File: src/rtl/uart_reg_bridge.sv
// uart_reg_bridge: turns byte-framed UART commands into single-cycle register
// bus accesses and answers each command with an ACK, NAK or read-data byte.
// Write = 0x57 addr data -> 0x06; Read = 0x52 addr -> data; anything else -> 0x15.
// Optional inter-byte timeout: define UART_BRIDGE_TIMEOUT_EN.
module uart_reg_bridge #(
  parameter int ADDR_WIDTH     = 8,
  parameter int DATA_WIDTH     = 8,
  parameter int TIMEOUT_CYCLES = 1_000_000
) (
  input  logic                  clk,
  input  logic                  resetn,
  input  logic [7:0]            rxData,
  input  logic                  rxValid,
  input  logic                  rxParityError,
  output logic [7:0]            txData,
  output logic                  txStart,
  input  logic                  txBusy,
  input  logic                  txDone,
  output logic [ADDR_WIDTH-1:0] regAddr,
  output logic [DATA_WIDTH-1:0] regWdata,
  output logic                  regWe,
  output logic                  regRe,
  input  logic [DATA_WIDTH-1:0] regRdata,
  output logic                  busy,
  output logic                  cmdError
);

  localparam logic [7:0] OP_WRITE = 8'h57;
  localparam logic [7:0] OP_READ  = 8'h52;
  localparam logic [7:0] REPLY_ACK = 8'h06;
  localparam logic [7:0] REPLY_NAK = 8'h15;

  typedef enum logic [2:0] {
    IDLE,
    GET_ADDR,
    GET_DATA,
    WRITE,
    READ,
    READ_WAIT,
    SEND,
    WAIT_DONE
  } state_e;

  state_e                  state_q, state_d;
  logic                    isWrite_q, isWrite_d;
  logic [7:0]              txData_q, txData_d;
  logic                    txStart_q, txStart_d;
  logic [ADDR_WIDTH-1:0]   regAddr_q, regAddr_d;
  logic [DATA_WIDTH-1:0]   regWdata_q, regWdata_d;
  logic                    regWe_q, regWe_d;
  logic                    regRe_q, regRe_d;
  logic                    busy_q, busy_d;
  logic                    cmdError_q, cmdError_d;
  logic                    timeoutHit;

`ifdef UART_BRIDGE_TIMEOUT_EN
  localparam int TW = (TIMEOUT_CYCLES > 1) ? $clog2(TIMEOUT_CYCLES) : 1;

  logic [TW-1:0] timer_q, timer_d;

  // Countdown of idle cycles while waiting for the next command byte; any
  // received byte or any other state reloads it.
  always_comb begin
    timer_d = TW'(TIMEOUT_CYCLES - 1);
    if ((state_q == GET_ADDR || state_q == GET_DATA) && !rxValid && timer_q != '0) begin
      timer_d = timer_q - 1'b1;
    end
  end

  // Timeout counter register.
  always_ff @(posedge clk or negedge resetn) begin
    if (!resetn) begin
      timer_q <= TW'(TIMEOUT_CYCLES - 1);
    end else begin
      timer_q <= timer_d;
    end
  end

  assign timeoutHit = (timer_q == '0);
`else
  assign timeoutHit = 1'b0;
`endif

  // Command sequencer: next state plus next values of every registered output.
  always_comb begin
    state_d    = state_q;
    isWrite_d  = isWrite_q;
    txData_d   = txData_q;
    txStart_d  = 1'b0;
    regAddr_d  = regAddr_q;
    regWdata_d = regWdata_q;
    regWe_d    = 1'b0;
    regRe_d    = 1'b0;
    cmdError_d = 1'b0;

    case (state_q)
      IDLE: begin
        if (rxValid) begin
          if (!rxParityError && (rxData == OP_WRITE || rxData == OP_READ)) begin
            isWrite_d = (rxData == OP_WRITE);
            state_d   = GET_ADDR;
          end else begin
            txData_d   = REPLY_NAK;
            cmdError_d = 1'b1;
            state_d    = SEND;
          end
        end
      end
      GET_ADDR: begin
        if (rxValid) begin
          if (rxParityError) begin
            txData_d   = REPLY_NAK;
            cmdError_d = 1'b1;
            state_d    = SEND;
          end else begin
            regAddr_d = rxData[ADDR_WIDTH-1:0];
            if (isWrite_q) begin
              state_d = GET_DATA;
            end else begin
              regRe_d = 1'b1;
              state_d = READ;
            end
          end
        end else if (timeoutHit) begin
          cmdError_d = 1'b1;
          state_d    = IDLE;
        end
      end
      GET_DATA: begin
        if (rxValid) begin
          if (rxParityError) begin
            txData_d   = REPLY_NAK;
            cmdError_d = 1'b1;
            state_d    = SEND;
          end else begin
            regWdata_d = DATA_WIDTH'(rxData);
            regWe_d    = 1'b1;
            state_d    = WRITE;
          end
        end else if (timeoutHit) begin
          cmdError_d = 1'b1;
          state_d    = IDLE;
        end
      end
      WRITE: begin
        txData_d = REPLY_ACK;
        if (!txBusy) begin
          txStart_d = 1'b1;
          state_d   = WAIT_DONE;
        end else begin
          state_d = SEND;
        end
      end
      READ: begin
        state_d = READ_WAIT;
      end
      READ_WAIT: begin
        txData_d = 8'(regRdata);
        if (!txBusy) begin
          txStart_d = 1'b1;
          state_d   = WAIT_DONE;
        end else begin
          state_d = SEND;
        end
      end
      SEND: begin
        if (!txBusy) begin
          txStart_d = 1'b1;
          state_d   = WAIT_DONE;
        end
      end
      WAIT_DONE: begin
        if (txDone) begin
          state_d = IDLE;
        end
      end
      default: begin
        state_d = IDLE;
      end
    endcase

    busy_d = (state_d != IDLE);
  end

  // State and output registers; reset aborts any command in flight.
  always_ff @(posedge clk or negedge resetn) begin
    if (!resetn) begin
      state_q    <= IDLE;
      isWrite_q  <= 1'b0;
      txData_q   <= '0;
      txStart_q  <= 1'b0;
      regAddr_q  <= '0;
      regWdata_q <= '0;
      regWe_q    <= 1'b0;
      regRe_q    <= 1'b0;
      busy_q     <= 1'b0;
      cmdError_q <= 1'b0;
    end else begin
      state_q    <= state_d;
      isWrite_q  <= isWrite_d;
      txData_q   <= txData_d;
      txStart_q  <= txStart_d;
      regAddr_q  <= regAddr_d;
      regWdata_q <= regWdata_d;
      regWe_q    <= regWe_d;
      regRe_q    <= regRe_d;
      busy_q     <= busy_d;
      cmdError_q <= cmdError_d;
    end
  end

  assign txData   = txData_q;
  assign txStart  = txStart_q;
  assign regAddr  = regAddr_q;
  assign regWdata = regWdata_q;
  assign regWe    = regWe_q;
  assign regRe    = regRe_q;
  assign busy     = busy_q;
  assign cmdError = cmdError_q;

endmodule

File: config.mk
export PLATFORM = sky130hd
export DESIGN_NAME = uart_reg_bridge
export DESIGN_NICKNAME = d
export VERILOG_FILES = /design/src/rtl/uart_reg_bridge.sv
export SDC_FILE = /design/constraint.sdc
export NUM_CORES = 1
export LEC_CHECK = 0
export ABC_AREA = 0
export BUFFER_PORTS_ARGS = -buffer_cell sky130_fd_sc_hd__buf_4
export CORE_MARGIN = 2
export CORE_UTILIZATION = 42
export CTS_BUF_LIST = sky130_fd_sc_hd__clkbuf_16
export CTS_CLUSTER_SIZE = 25
export DETAILED_ROUTE_END_ITERATION = 6
export HOLD_SLACK_MARGIN = 0.05
export PLACE_DENSITY = 0.72
export SKIP_LAST_GASP = 1
export SLEW_MARGIN = 20
export SYNTH_ARGS = -nofsm -noshare
export SYNTH_HDL_FRONTEND = slang
export SYNTH_SLANG_ARGS = --single-unit
File: constraint.sdc
create_clock -name clk -period 2.9 [get_ports clk]
set_clock_uncertainty 0.1 [all_clocks]
set_input_delay 0.29 -clock clk [delete_from_list [all_inputs] [get_ports clk]]
set_output_delay 0.29 -clock clk [all_outputs]
set_load 0.05 [all_outputs]
Word level (Yosys, flattened, before mapping). Index checks and enable logic that the tools add are counted.

Eq/ne operators: 13. Mux-type cells: 30. Bitwise logic cells: 1. Reductions and logical operators: 13.

Operator list (number): two-way mux 8 bit (4); case mux 8 bit (4 select lines) (1); two-way mux 3 bit (9); case mux 3 bit (7 select lines) (1); == test 8 x 7 -> 1 bit, second input constant (2); two-way mux 1 bit (14); == test 3 bit, second input constant (4); AND reduction 3 bit (3); == test 3 x 2 -> 1 bit, second input constant (2); AND reduction 5 bit (1); inequality test 2 x 1 -> 1 bit, second input constant (2); inequality test 2 bit, second input constant (2); nonzero test 4 bit (1); OR reduction 2 bit (2); == test 3 x 1 -> 1 bit, second input constant (1); zero test 3 bit (1); nonzero test 3 bit (1); OR reduction 3 bit (1); case mux 1 bit (2 select lines) (1); logical AND 1 bit (1); zero test 1 bit (1); logical OR 1 bit (1); NOT 1 bit (1).

Register bits: 33. Input port bits: 22. Output and inout bits: 29.

Depth between registers and ports, before layout.
Depth after elaboration: 7. Gate-level depth with buffers: 6. Mapped depth without buffers: 5.

Least setup slack after synthesis. OpenSTA, ideal clock, no wires.

Kind: input -> register. Start point: input port rxData[7]. End point: register busy_q (netlist: busy). Setup time: 0.124 ns. Arrival: 1.667 ns. Data required time: 2.676 ns. Setup slack: 1.008 ns. Stages: 5. Buffers on the path: 0. Path through: nand4bb_1 > or4b_4 > a2111oi_2 > a21oi_1 > or2_1.

Longest elaborated chain between the ends: 7. Elaborated cells on any way between the ends: 8. Classes of those cells: eq/ne (2); mux (3); reduce/logical (3).

RTL lines: from (decl) (line 12) `input logic [7:0] rxData,`; == test 8 x 7 -> 1 bit (line 99) `if (!rxParityError && (rxData == OP_WRITE || rxData == OP_READ)) begin`; logical OR 1 bit * (line 99); logical AND 1 bit * (line 99); two-way mux 3 bit * (line 99); two-way mux 3 bit * (line 98) `if (rxValid) begin`; case mux 3 bit (7 select lines) * (line 96) `case (state_q)`; nonzero test 3 bit * (line 182) `busy_d = (state_d != IDLE);`; net busy_d (line 52) `logic busy_q, busy_d;`; to (signal assigned) (line 207) `busy_q <= busy_d;`; to (decl) (line 52).

The timed path passes the listed nets; every way through them passes the cells marked *. A chain may end at the register's enable or synchronous reset.

Worst setup path after layout.
Start point: register state_q[2]. End point: register regAddr_q[5] (netlist: regAddr[5]).

Longest elaborated chain between the ends: 2.

RTL lines: from (decl) (line 44) `state_e state_q, state_d;`; from (signal assigned) (line 199) `state_q <= state_d;`; == test 3 x 1 -> 1 bit (line 96); AND reduction 3 bit (no line); to (signal assigned) (line 203) `regAddr_q <= regAddr_d;`; to (decl) (line 48) `logic [ADDR_WIDTH-1:0] regAddr_q, regAddr_d;`.

No other way between the ends.

==> flow_summary.ini <==
[placed_design]
pre_cts_ws_ns = 0.707
dp_hpwl_mm = 2.38
gp_congestion = 0.795
port-buffer-count = 50

[floorplanning]
start_util_pct = 44.3
placement_rows = 21
fp.dieW_um = 63.8
core-area_um2 = 3390
dieArea_um2 = 4070
die_h_um = 63.8
io_pins = 51

[grt]
grt_overflow = 0
grt_util_met3_pct = 6.16
top_usage_layer = met2
met2_usage_pct = 30.3
antenna_found_initial = 0
first_global_vias = 1249
grt_max_degree = 34
grt_util_met1_pct = 20.9
grt_use_total_pct = 18.0
grt_pass1_wl_mm = 5.59

[critical_path]
worstRegToRegCells = 3
slowest_stage = nor3b_1
critPathTopFamily = simple AND/OR/NAND/NOR gates
path_cells = nor3b_1, nand3_1, mux2_2
worst_ep_arrival_time_ns = 2.21
r2r_slack_ns = 0.75
r2r_start = state_q[2]$_DFF_PN0_
worstPathRequired_ns = 2.96
crit_type = flip-flop to flip-flop
cp_max_fo = 17
slowest_delay_ns = 0.55
r2r-end = regAddr[5]$_DFFE_PN0P_
cp-end-kind = flip-flop
startpoint_type = flip-flop
cp_num_buf_inv = 0

[sta]
slew-limit-headroom_pct = 62.3
worst_pin_slew_ns = 0.565
maxSlewViolCount = 0
setup-tns-final_ns = 0
period_needed_ns = 2.15
hold_viol_final = 0
fin_ws_ns = 0.745
rsz0062_at_grt = no
setup_viol = 0
fmax_ghz = 0.464
post-route-period-util_pct = 74.3

[cells_and_area]
nets = 203
drive_gt1_share_pct = 41.8
fillerInstances = 285
final_common_cell = buf_4
mostFrequentLayoutCells = buf_4 (50), dfrtp_1 (33), mux2_2 (16), a21oi_1 (10), nor2_1 (9)
synthToLayoutAreaGrowth_pct = 39.3
antennaDiodeCount = 0
regArea_um2 = 826
multiInputGateArea_um2 = 639

[yosys]
synth-xor-area-share_pct = 0.583
synthTopCellsByArea = dfrtp_1 (55%), mux2_2 (12%), a21oi_1 (3.3%)
synthesis.area_um2 = 1500
synthMuxAreaShare_pct = 12.0
synth-simple-area-share_pct = 14.2
synth_top_area_share_pct = 55.0
avgSynthCellArea_um2 = 11.8
seq_area_frac_synth_pct = 55.0
synthesis.nets = 149
synth_cell_types = 36
syn_inst = 127
synth_adder_area_share_pct = 0
synth_compound_area_share_pct = 15.7
yosysTopAreaCell = dfrtp_1
synth_top_family_by_area = compound AO/OA/AOI/OAI gates
yosysWarningCount = 0
synth-seq-cells = 33

[detailed_routing]
wl_mm = 3.31
dr.pass1.iters = 4
vias = 1210
drt_iter0_drc = 115
drt.antenna.violating_nets = 0
drc = 0
vias_per_cell = 5.31
drt-wirelength-per-cell_um = 14.5

[job]
max_cap_violations = 0

[worst_hold_path]
hold_path_depth = 2
hp-start = txBusy
hold_end = txStart$_DFF_PN0_
hold_path.class = primary input to flip-flop

[pwr]
total_leakage_power_nw = 1.01
cellPowerDensity_nw_per_um2 = 1370
peakVddDrop_uv = 608

[clock_network]
cts_resized = 0
cts.htree.levels = 2
clk_pin_slew_worst_paths_ns = 0.05
worstSkewPairLatency_ns = 0.27
clockBufferDepth = 2
cts_root_buffer = clkbuf_16
cts_buffers = 5
cts.sinks = 33
cts_tree = done

[outcome]
status = finished clean
synth_stat cells:
library cell	number
nor3_1	1
and4_1	1
or4b_4	1
a41oi_1	1
a2111oi_2	1
o21ai_2	1
nand3b_1	1
inv_1	6
o311ai_1	1
clkbuf_1	4
nand3_1	1
nor2b_1	4
nor3b_1	4
nand4bb_1	1
a2111o_1	1
nor4bb_1	1
or3_1	2
o311a_1	1
mux2_2	16
a22o_1	5
nor2_1	9
xnor2_1	1
nand4b_1	1
nand2_1	3
or2_1	1
a21oi_1	10
o211ai_1	1
nand2b_1	3
o21ai_0	2
a22oi_1	2
o21a_1	1
o21ba_2	1
dfrtp_1	33
and2_1	1
o21bai_1	2
a21o_1	2
timing repair:
item,in CTS,in global routing
endpoints found under the hold margin,33,0
endpoints found under the setup margin,0,0
hold buffers,1,0
setup buffers,0,0
layer usage:
metal | vias to the layer above | share of wire, %
li1 | 568 | -
met1 | 591 | 42
met2 | 45 | 50
met3 | 6 | 6.3
met4 | 0 | 1.5
met5 | - | 0
final cells by class:
cell class / count / share of cell area, %
Sequential cell: 33 / 39.5
Tap cell: 46 / 2.75
Timing Repair Buffer: 51 / 18.4
Clock buffer: 5 / 5.98
Multi-Input combinational cell: 84 / 30.5
Clock inverter: 3 / 1.79
Inverter: 6 / 1.08
worst max path at each step:
stage	from	end	slack (ns)	cells after the start
6_report	state_q[2]$_DFF_PN0_	regAddr[5]$_DFFE_PN0P_	0.75	3
5_1_grt	state_q[2]$_DFF_PN0_	regWdata[5]$_DFFE_PN0P_	0.62	3
4_1_cts	state_q[2]$_DFF_PN0_	regWdata[6]$_DFFE_PN0P_	0.72	3
3_5_place_dp	rxData[0]	busy$_DFF_PN0_	0.71	6
3_3_place_gp	rxData[7]	txData[0]$_DFFE_PN0P_	0.78	6
2_1_floorplan	rxData[7]	busy$_DFF_PN0_	1.01	5
where the power goes:
| part | internal [mW] | switching [mW] | leakage, nW |
|---|---|---|---|
| combinational | 0.507 | 0.937 | 0.518 |
| clock | 0.398 | 0.183 | 0.0826 |
| sequential | 0.660 | 0.180 | 0.410 |
registers in the layout, indices dropped and copies added (netlist names):
register,flops
regAddr,8
regWdata,8
txData,8
state_q,3
busy,1
cmdError,1
isWrite_q,1
regRe,1
regWe,1
txStart,1
through the flow:
stage	utilization [%]	instance area, um^2	power, mW	std cells	hold slack (ns)
6_report	61.8	2090	2.87	228	0.105
5_1_grt	61.8	2090	3.01	228	0.106
3_3_place_gp	56.7	1920	2.26	219	0.151
2_1_floorplan	-	1500	1.86	127	-0.106
3_5_place_dp	56.7	1920	2.29	219	0.158
4_1_cts	61.8	2090	2.88	228	0.103
kinds of logic (layout without fill, tap and decap cells):
kind of cell,Yosys count,in the layout
muxes,16,16
DFF,33,33
AOI/OAI and AO/OA,32,32
buffers and inverters,10,65
and+or+nand+nor,35,35
xor gates and xnor gates,1,1
(Power assumes the default switching activity.)
